File: src/rtl/fetch_pkg.sv
// Shared constants and state encoding for the instruction fetch stage.
package fetch_pkg;

  localparam logic [31:0] NopInst = 32'h0000_0013;

  typedef enum logic [1:0] {
    StReq   = 2'd0,
    StOut   = 2'd1,
    StDrain = 2'd2
  } fetch_state_e;

endpackage

File: src/rtl/fetch.sv
// Instruction fetch stage: owns the PC, issues one word request at a time and hands the
// returned word to decode, holding it across stalls; redirects squash in-flight work.
module fetch
  import fetch_pkg::*;
#(
  parameter int unsigned          DataWidth = 32,
  parameter int unsigned          AddrWidth = 32,
  parameter logic [AddrWidth-1:0] ResetPc   = '0,
  parameter int unsigned          PcStep    = 4
) (
  input  logic                 clk_i,
  input  logic                 rst_i,
  output logic                 imem_req_o,
  output logic [AddrWidth-1:0] imem_addr_o,
  input  logic [DataWidth-1:0] imem_rdata_i,
  input  logic                 imem_valid_i,
  output logic [DataWidth-1:0] inst_o,
  output logic [AddrWidth-1:0] inst_pc_o,
  output logic                 inst_valid_o,
  input  logic                 stall_i,
  input  logic                 redirect_i,
  input  logic [AddrWidth-1:0] redirect_pc_i
);

  fetch_state_e         state_q, state_d;
  logic                 req_en_q;
  logic [AddrWidth-1:0] pc_q, pc_d;
  logic [AddrWidth-1:0] addr_q, addr_d;
  logic [DataWidth-1:0] inst_q, inst_d;
  logic [AddrWidth-1:0] inst_pc_q, inst_pc_d;
  logic                 inst_valid_q, inst_valid_d;

  logic [AddrWidth-1:0] redirect_tgt;
  logic [AddrWidth-1:0] pc_inc;

  assign redirect_tgt = redirect_pc_i & ~AddrWidth'(3);
  assign pc_inc       = pc_q + AddrWidth'(PcStep);

  // req_en_q keeps imem_req low for the reset cycle itself without a path from rst_i.
  always_ff @(posedge clk_i) begin
    if (rst_i) begin
      state_q      <= StReq;
      req_en_q     <= 1'b0;
      pc_q         <= ResetPc;
      addr_q       <= ResetPc;
      inst_q       <= DataWidth'(NopInst);
      inst_pc_q    <= '0;
      inst_valid_q <= 1'b0;
    end else begin
      state_q      <= state_d;
      req_en_q     <= 1'b1;
      pc_q         <= pc_d;
      addr_q       <= addr_d;
      inst_q       <= inst_d;
      inst_pc_q    <= inst_pc_d;
      inst_valid_q <= inst_valid_d;
    end
  end

  always_comb begin
    state_d      = state_q;
    pc_d         = pc_q;
    addr_d       = addr_q;
    inst_d       = inst_q;
    inst_pc_d    = inst_pc_q;
    inst_valid_d = inst_valid_q;

    if (redirect_i) begin
      pc_d         = redirect_tgt;
      inst_valid_d = 1'b0;
    end

    unique case (state_q)
      StReq: begin
        if (!req_en_q) begin
          // No request issued yet, so a redirect simply retargets it.
          if (redirect_i) addr_d = redirect_tgt;
        end else if (redirect_i) begin
          if (imem_valid_i) begin
            addr_d = redirect_tgt;
          end else begin
            state_d = StDrain;
          end
        end else if (imem_valid_i) begin
          inst_d       = imem_rdata_i;
          inst_pc_d    = addr_q;
          inst_valid_d = 1'b1;
          pc_d         = pc_inc;
          state_d      = StOut;
        end
      end
      StOut: begin
        if (redirect_i) begin
          addr_d  = redirect_tgt;
          state_d = StReq;
        end else if (!stall_i) begin
          inst_valid_d = 1'b0;
          addr_d       = pc_q;
          state_d      = StReq;
        end
      end
      StDrain: begin
        // Old address stays on the bus until memory answers; the answer is dropped.
        if (imem_valid_i) begin
          addr_d  = redirect_i ? redirect_tgt : pc_q;
          state_d = StReq;
        end
      end
      default: state_d = StReq;
    endcase
  end

  always_comb begin
    imem_req_o   = req_en_q && (state_q != StOut);
    imem_addr_o  = addr_q;
    inst_o       = inst_q;
    inst_pc_o    = inst_pc_q;
    inst_valid_o = inst_valid_q;
  end

endmodule

File: config.mk
export PLATFORM = sky130hd
export DESIGN_NAME = fetch
export DESIGN_NICKNAME = d
export VERILOG_FILES = /design/src/rtl/fetch_pkg.sv /design/src/rtl/fetch.sv
export SDC_FILE = /design/constraint.sdc
export NUM_CORES = 1
export LEC_CHECK = 0
export ABC_CLOCK_PERIOD_IN_PS = 1900
export CORE_MARGIN = 1.5
export CORE_UTILIZATION = 43
export DETAILED_ROUTE_END_ITERATION = 10
export PLACE_DENSITY = 0.76
export SLEW_MARGIN = 10
export SYNTH_ARGS = -nofsm -noshare
export SYNTH_HDL_FRONTEND = slang
export SYNTH_SLANG_ARGS = --single-unit
File: constraint.sdc
create_clock -name clk_i -period 1.9 [get_ports clk_i]
set_clock_uncertainty 0.2 [all_clocks]
set_input_delay 0.475 -clock clk_i [delete_from_list [all_inputs] [get_ports clk_i]]
set_output_delay 0.475 -clock clk_i [all_outputs]
set_load 0.005 [all_outputs]
* After elaboration in Yosys (flattened, before gate mapping)
Cells that the tools add are included.
** Cells by class
- Add/sub/neg operators :: 1
- Multipliers :: 0
- Div/mod/pow operators :: 0
- $lt $le $gt $ge :: 0
- Equal/unequal tests :: 10
- Shift operators :: 0
- Mux-type cells :: 29
- Bitwise logic cells :: 1
- Reduce and logical (&&, ||, !) cells :: 6
** Operators by type and width (number)
- two-way mux 32 bit :: 12
- one-hot mux 32 bit (3 select lines) :: 1
- adder 32 x 3 -> 32 bit, second input constant :: 1
- two-way mux 2 bit :: 7
- != test 3 bit, second input constant :: 4
- AND reduction 5 bit :: 2
- two-way mux 1 bit :: 7
- != test 2 bit, second input constant :: 3
- one-hot mux 2 bit (3 select lines) :: 1
- AND reduction 4 bit :: 1
- nonzero test 3 bit :: 1
- == test 2 x 1 -> 1 bit, second input constant :: 1
- == test 2 bit, second input constant :: 1
- logical NOT 2 bit :: 1
- != test 2 x 1 -> 1 bit, second input constant :: 1
- one-hot mux 1 bit (2 select lines) :: 1
- logical AND 1 bit :: 1
- inverter 1 bit :: 1
** Word-level totals
- Bits in registers :: 132
- Latch bits :: 0
- Memory bits (writable) :: 0
- ROM bits :: 0
- Input port bits :: 69
- Word-level logic and storage cells :: 54
- Memories kept :: 0

* Longest topological paths before layout
- Word-level depth :: 5
- Mapped depth :: 10
- Depth with buffers taken out :: 6

* Worst setup path after synthesis
OpenSTA, ideal clock, no wires.
- Kind :: register to register
- From :: register state_q[0]
- To :: register inst_q[10], in the netlist inst_o[10]
- Data arrival time :: 1.858 ns
- Data required time :: 1.630 ns
- Slack :: -0.228 ns
- Stages on the path, launching flop included :: 11
- Buffers on the path :: 4
- Clock period less this slack :: 2.128 ns
- Cell sequence :: dfxtp_1 inv_1 ha_1 buf_2 and3_1 buf_2 nand2_1 clkbuf_1 clkbuf_1 nand2_1 a21oi_1
** On the way
- Word-level cells in the longest chain between the ends :: 2
** Ends and longest elaborated chain
- from (decl) :: line fetch.sv:25 : fetch_state_e state_q, state_d;
- from (signal assigned) :: line fetch.sv:42 : state_q <= StReq;
- from (signal assigned) :: line fetch.sv:50 : state_q <= state_d;
- logical NOT 2 bit :: line fetch.sv:73 : unique case (state_q)
- AND reduction 4 bit (no line)
- to (signal assigned) :: line fetch.sv:46 : inst_q <= DataWidth'(NopInst);
- to (signal assigned) :: line fetch.sv:54 : inst_q <= inst_d;
- to (decl) :: line fetch.sv:29 : logic [DataWidth-1:0] inst_q, inst_d;
Every way passes these cells.
A chain may end at the register's enable or synchronous reset.

* Worst setup path in the final report
- From :: register state_q[0]
- To :: register pc_q[16]
** On the way
- Word-level cells in the longest chain between the ends :: 2
** Ends and longest elaborated chain
- logical NOT 2 bit :: line fetch.sv:73
- two-way mux 32 bit :: line fetch.sv:73
- to (signal assigned) :: line fetch.sv:44 : pc_q <= ResetPc;
- to (signal assigned) :: line fetch.sv:52 : pc_q <= pc_d;
- to (decl) :: line fetch.sv:27 : logic [AddrWidth-1:0] pc_q, pc_d;
Every way passes these cells.

==> summary.txt <==
Synthesis
  – Synth area leader: dfxtp_1
  – Post-synth EDFFs: 0
  – Area contributors post-synth: dfxtp_1 46%, nand2_1 10%, a21oi_1 8.4%
  – Flop and latch count out of synthesis: 132
  – Top FF cell, synth: dfxtp_1
  – Synth async-reset ratio: 0%
  – Cell Area, Synth: 5790 sq um
  – Seq/Total Area, Yosys: 45.6%
  – Yosys cell types: 54
  – Syn Area/Cell: 8.28 sq um
  – Top cell type's share of synthesized area: 45.6%
  – Mapped Cells: 700
  – Post-Synthesis Net Count: 773
  – Synth Warn #: 0

Route
  – Vias: 6305
  – Drt wl/cell: 17.4 um
  – Via density: 5.61
  – Length of the first detailed-routing pass in iterations: 5
  – Drt total wl: 19500 um
  – DRT iter0 DRCs: 456
  – Post-route antenna net violation count: 0
  – Drc violations: 0

Global routing
  – GR Overflow Total: 0
  – Vias in the first global route: 5930
  – First-pass GRT wire length: 29200 um
  – Largest net degree at the start of global routing: 70
  – GRT Util Overall: 25.7%
  – Antenna violations before repair: 0

Timing
  – Worst Tran Pin Value: 0.572 ns
  – FMAX: 520 MHz
  – Fin crit period: 1.92 ns
  – Final setup margin: -0.0240 ns
  – Pins Over Slew Limit: 0
  – Slew margin rel.: 61.9%
  – Final Hold Fails: 0
  – Fin crit share: 101%
  – RSZ-0062 raised after global routing: true
  – Endpoints failing setup: 3
  – Hold_ws: 0.0882 ns

Floorplan
  – Total die area: 14200 sq um
  – Initial Util: 43.9%
  – IO Pins: 167
  – Row count: 42
  – Die Y: 119 um
  – Core area: 13200 sq um
  – Die X: 119 um

Cells and area
  – Antenna cells: 0
  – Layout cells sized above 1: 28.2%
  – Multi-input combinational cell area: 3330 sq um
  – Final nets: 1007
  – Filler cell count: 1030
  – Area Growth Syn to Fin: 61.9%
  – Layout Cells excl Fill: 1123
  – Storage element area: 2710 sq um

Setup path
  – Critical-path top delay cell: or4_4
  – Crit path largest cell delay: 0.42 ns
  – CP endpoint kind: flip-flop
  – Worst reg2reg setup slack: -0.02 ns
  – Reg2Reg Depth: 6
  – Worst EP arrival: 2.04 ns
  – Reg-to-reg endpoint: pc_q[16]
  – Worst-path cell chain: inv_2 -> ha_4 -> and3_4 -> nand3_4 -> or4_4 -> a311oi_1
  – Crit Reg-Reg Startpoint: state_q[0]
  – CP max FO: 5
  – Worst Path Required: 2.01 ns
  – Critical setup path kind: flip-flop to flip-flop
  – Startpoint Class: flip-flop

Min path
  – Worst Hold End: state_q[0]
  – Worst hold start: rst_i
  – Worst hold path cell count: 2
  – Class of the worst hold path: input pin to flip-flop

Clocking
  – Worst-Skew Late Latency: 0.42 ns
  – TritonCTS clock tree: built
  – Clock Tree Buf Depth: 2
  – H-tree depth: 4
  – Clock Sinks: 132
  – Hold_buf cts: 0
  – Clock root buffer: clkbuf_16
  – Clock slew at reported path FFs: 0.06 ns
  – Total CTS buffers: 17

Placement
  – GP Congestion: 0.875
  – Dpl hpwl: 13100 um
  – Port-buffer cells: 164
  – Placed cell count: 1073

Status
  – Outcome: complete, but fails checks
  – Failing checks: setup timing

Run
  – Max Cap Viol: 0

Pwr
  – Peak VDD IR: 578 uV
  – Pleak: 0.00402 uW
  – Power per Cell Area: 820 nW/um^2
==> per-stage QoR <==
step	setup slack [ns]	TNS, ns	total power [uW]	utilization, %	cell area [sq um]
2_1_floorplan	-0.0246	-0.0533	3660	-	5990
3_3_place_gp	-0.590	-55.63	4280	62.7	8270
3_5_place_dp	-0.689	-61.70	4310	62.7	8270
4_1_cts	-0.0180	-0.0180	7540	67.3	8880
5_1_grt	-0.0865	-0.708	7970	71.1	9380
6_report	-0.0240	-0.0501	7690	71.1	9380
==> report_power, final <==
part | switching, uW | total, uW | internal, uW | leakage (uW)
sequential | 134 | 3090 | 2960 | 0.00110
combinational | 638 | 1310 | 670 | 0.00263
clock | 1220 | 3290 | 2070 | 0.000292
==> placed cells by master, fill, tap and decap left out, types with 4 or more instances in the layout <==
cell type and n:
a211oi_1 15, a211oi_2 23, a21oi_1 96, a311oi_1 8, and2_1 4, and3_1 4
and4_1 4, buf_12 8, buf_4 88, buf_6 9, clkbuf_16 18, clkbuf_8 4
clkdlybuf4s50_1 63, dfxtp_1 85, dfxtp_2 44, dlygate4sd2_1 98, inv_1 6, mux2i_1 30
nand2_1 152, nand3_1 10, nand3_2 6, nand4_1 15, nor2_1 22, nor2b_1 4
nor3_1 4, o21ai_0 10, o31ai_1 4, or4_4 5, xnor2_1 5, xor2_1 5
==> synth_stat cells (3+ instances only) <==
| library cell | instances |
|---|---|
| ha_1 | 4 |
| xnor2_1 | 5 |
| a311oi_1 | 10 |
| nand3_1 | 17 |
| nand4_1 | 15 |
| o31ai_1 | 6 |
| a31oi_1 | 3 |
| a21oi_1 | 97 |
| o21ai_0 | 11 |
| nor2b_1 | 4 |
| nor3_1 | 7 |
| and4_1 | 6 |
| dfxtp_1 | 132 |
| mux2i_1 | 30 |
| clkbuf_1 | 44 |
| xor2_1 | 5 |
| and3_1 | 7 |
| a211oi_1 | 38 |
| and2_1 | 6 |
| or3_1 | 3 |
| buf_1 | 7 |
| nand2_1 | 155 |
| nor4_1 | 7 |
| nor2_1 | 24 |
| inv_1 | 9 |
| buf_2 | 6 |
| or4_1 | 7 |
==> per-layer routing <==
metal / part of all wire, % / vias up / global-route usage [%] / wire length [um]
li1: - / 2993 / - / -
met5: 0 / - / 0 / 0
met4: 2.2 / 0 / 8.51 / 421
met1: 43 / 3035 / 32.2 / 8320
met2: 49 / 238 / 43.5 / 9620
met3: 5.9 / 39 / 6.18 / 1150
==> worst max-delay path, delay by kind of cell (launching register included) <==
kind            cells  cell delay, ns
compound gates      1            0.29
simple gates        3            0.76
fa+ha+maj           1            0.17
buf+inv             1            0.08
flops               1            0.33
==> how the worst max path moves through the flow <==
stage	startpoint	to	slack, ns
finish	state_q[0]	pc_q[16]	-0.02
global route	pc_q[6]	pc_q[21]	-0.09
CTS	pc_q[2]	pc_q[23]	-0.02
detailed placement	imem_valid_i	pc_q[19]	-0.69
global placement	imem_valid_i	pc_q[25]	-0.59
floorplan	pc_q[16]	pc_q[23]	-0.02
==> state kept, by name (all words and copies together), names as in the netlist <==
| name | count |
|---|---|
| imem_addr_o | 32 |
| inst_pc_o | 32 |
| req_en_q | 1 |
| inst_o | 32 |
| inst_valid_o | 1 |
| state_q | 2 |
| pc_q | 32 |
==> cell families after synthesis <==
family	share of synthesized area, %
fa+ha+maj	0.864
simple gates	21.9
mux	5.18
buf+inv	4.41
flops	45.6
compound gates	20.6
xor+xnor	1.51
==> final cells by class <==
type	count	share of cell area, %
well taps	176	2.35
clock inverters	11	1.32
flip-flops and latches	132	28.9
inverters	9	0.360
multi-input cells	503	35.5
clock buffers	21	5.12
repair buffers	271	26.5
==> repair_timing <==
item,CTS,global route
buffers inserted,6,9
pin swaps,9,16
setup endpoints to repair,210,110
gates cloned,0,3
resized for setup,149,84
(Power assumes the default switching activity.)
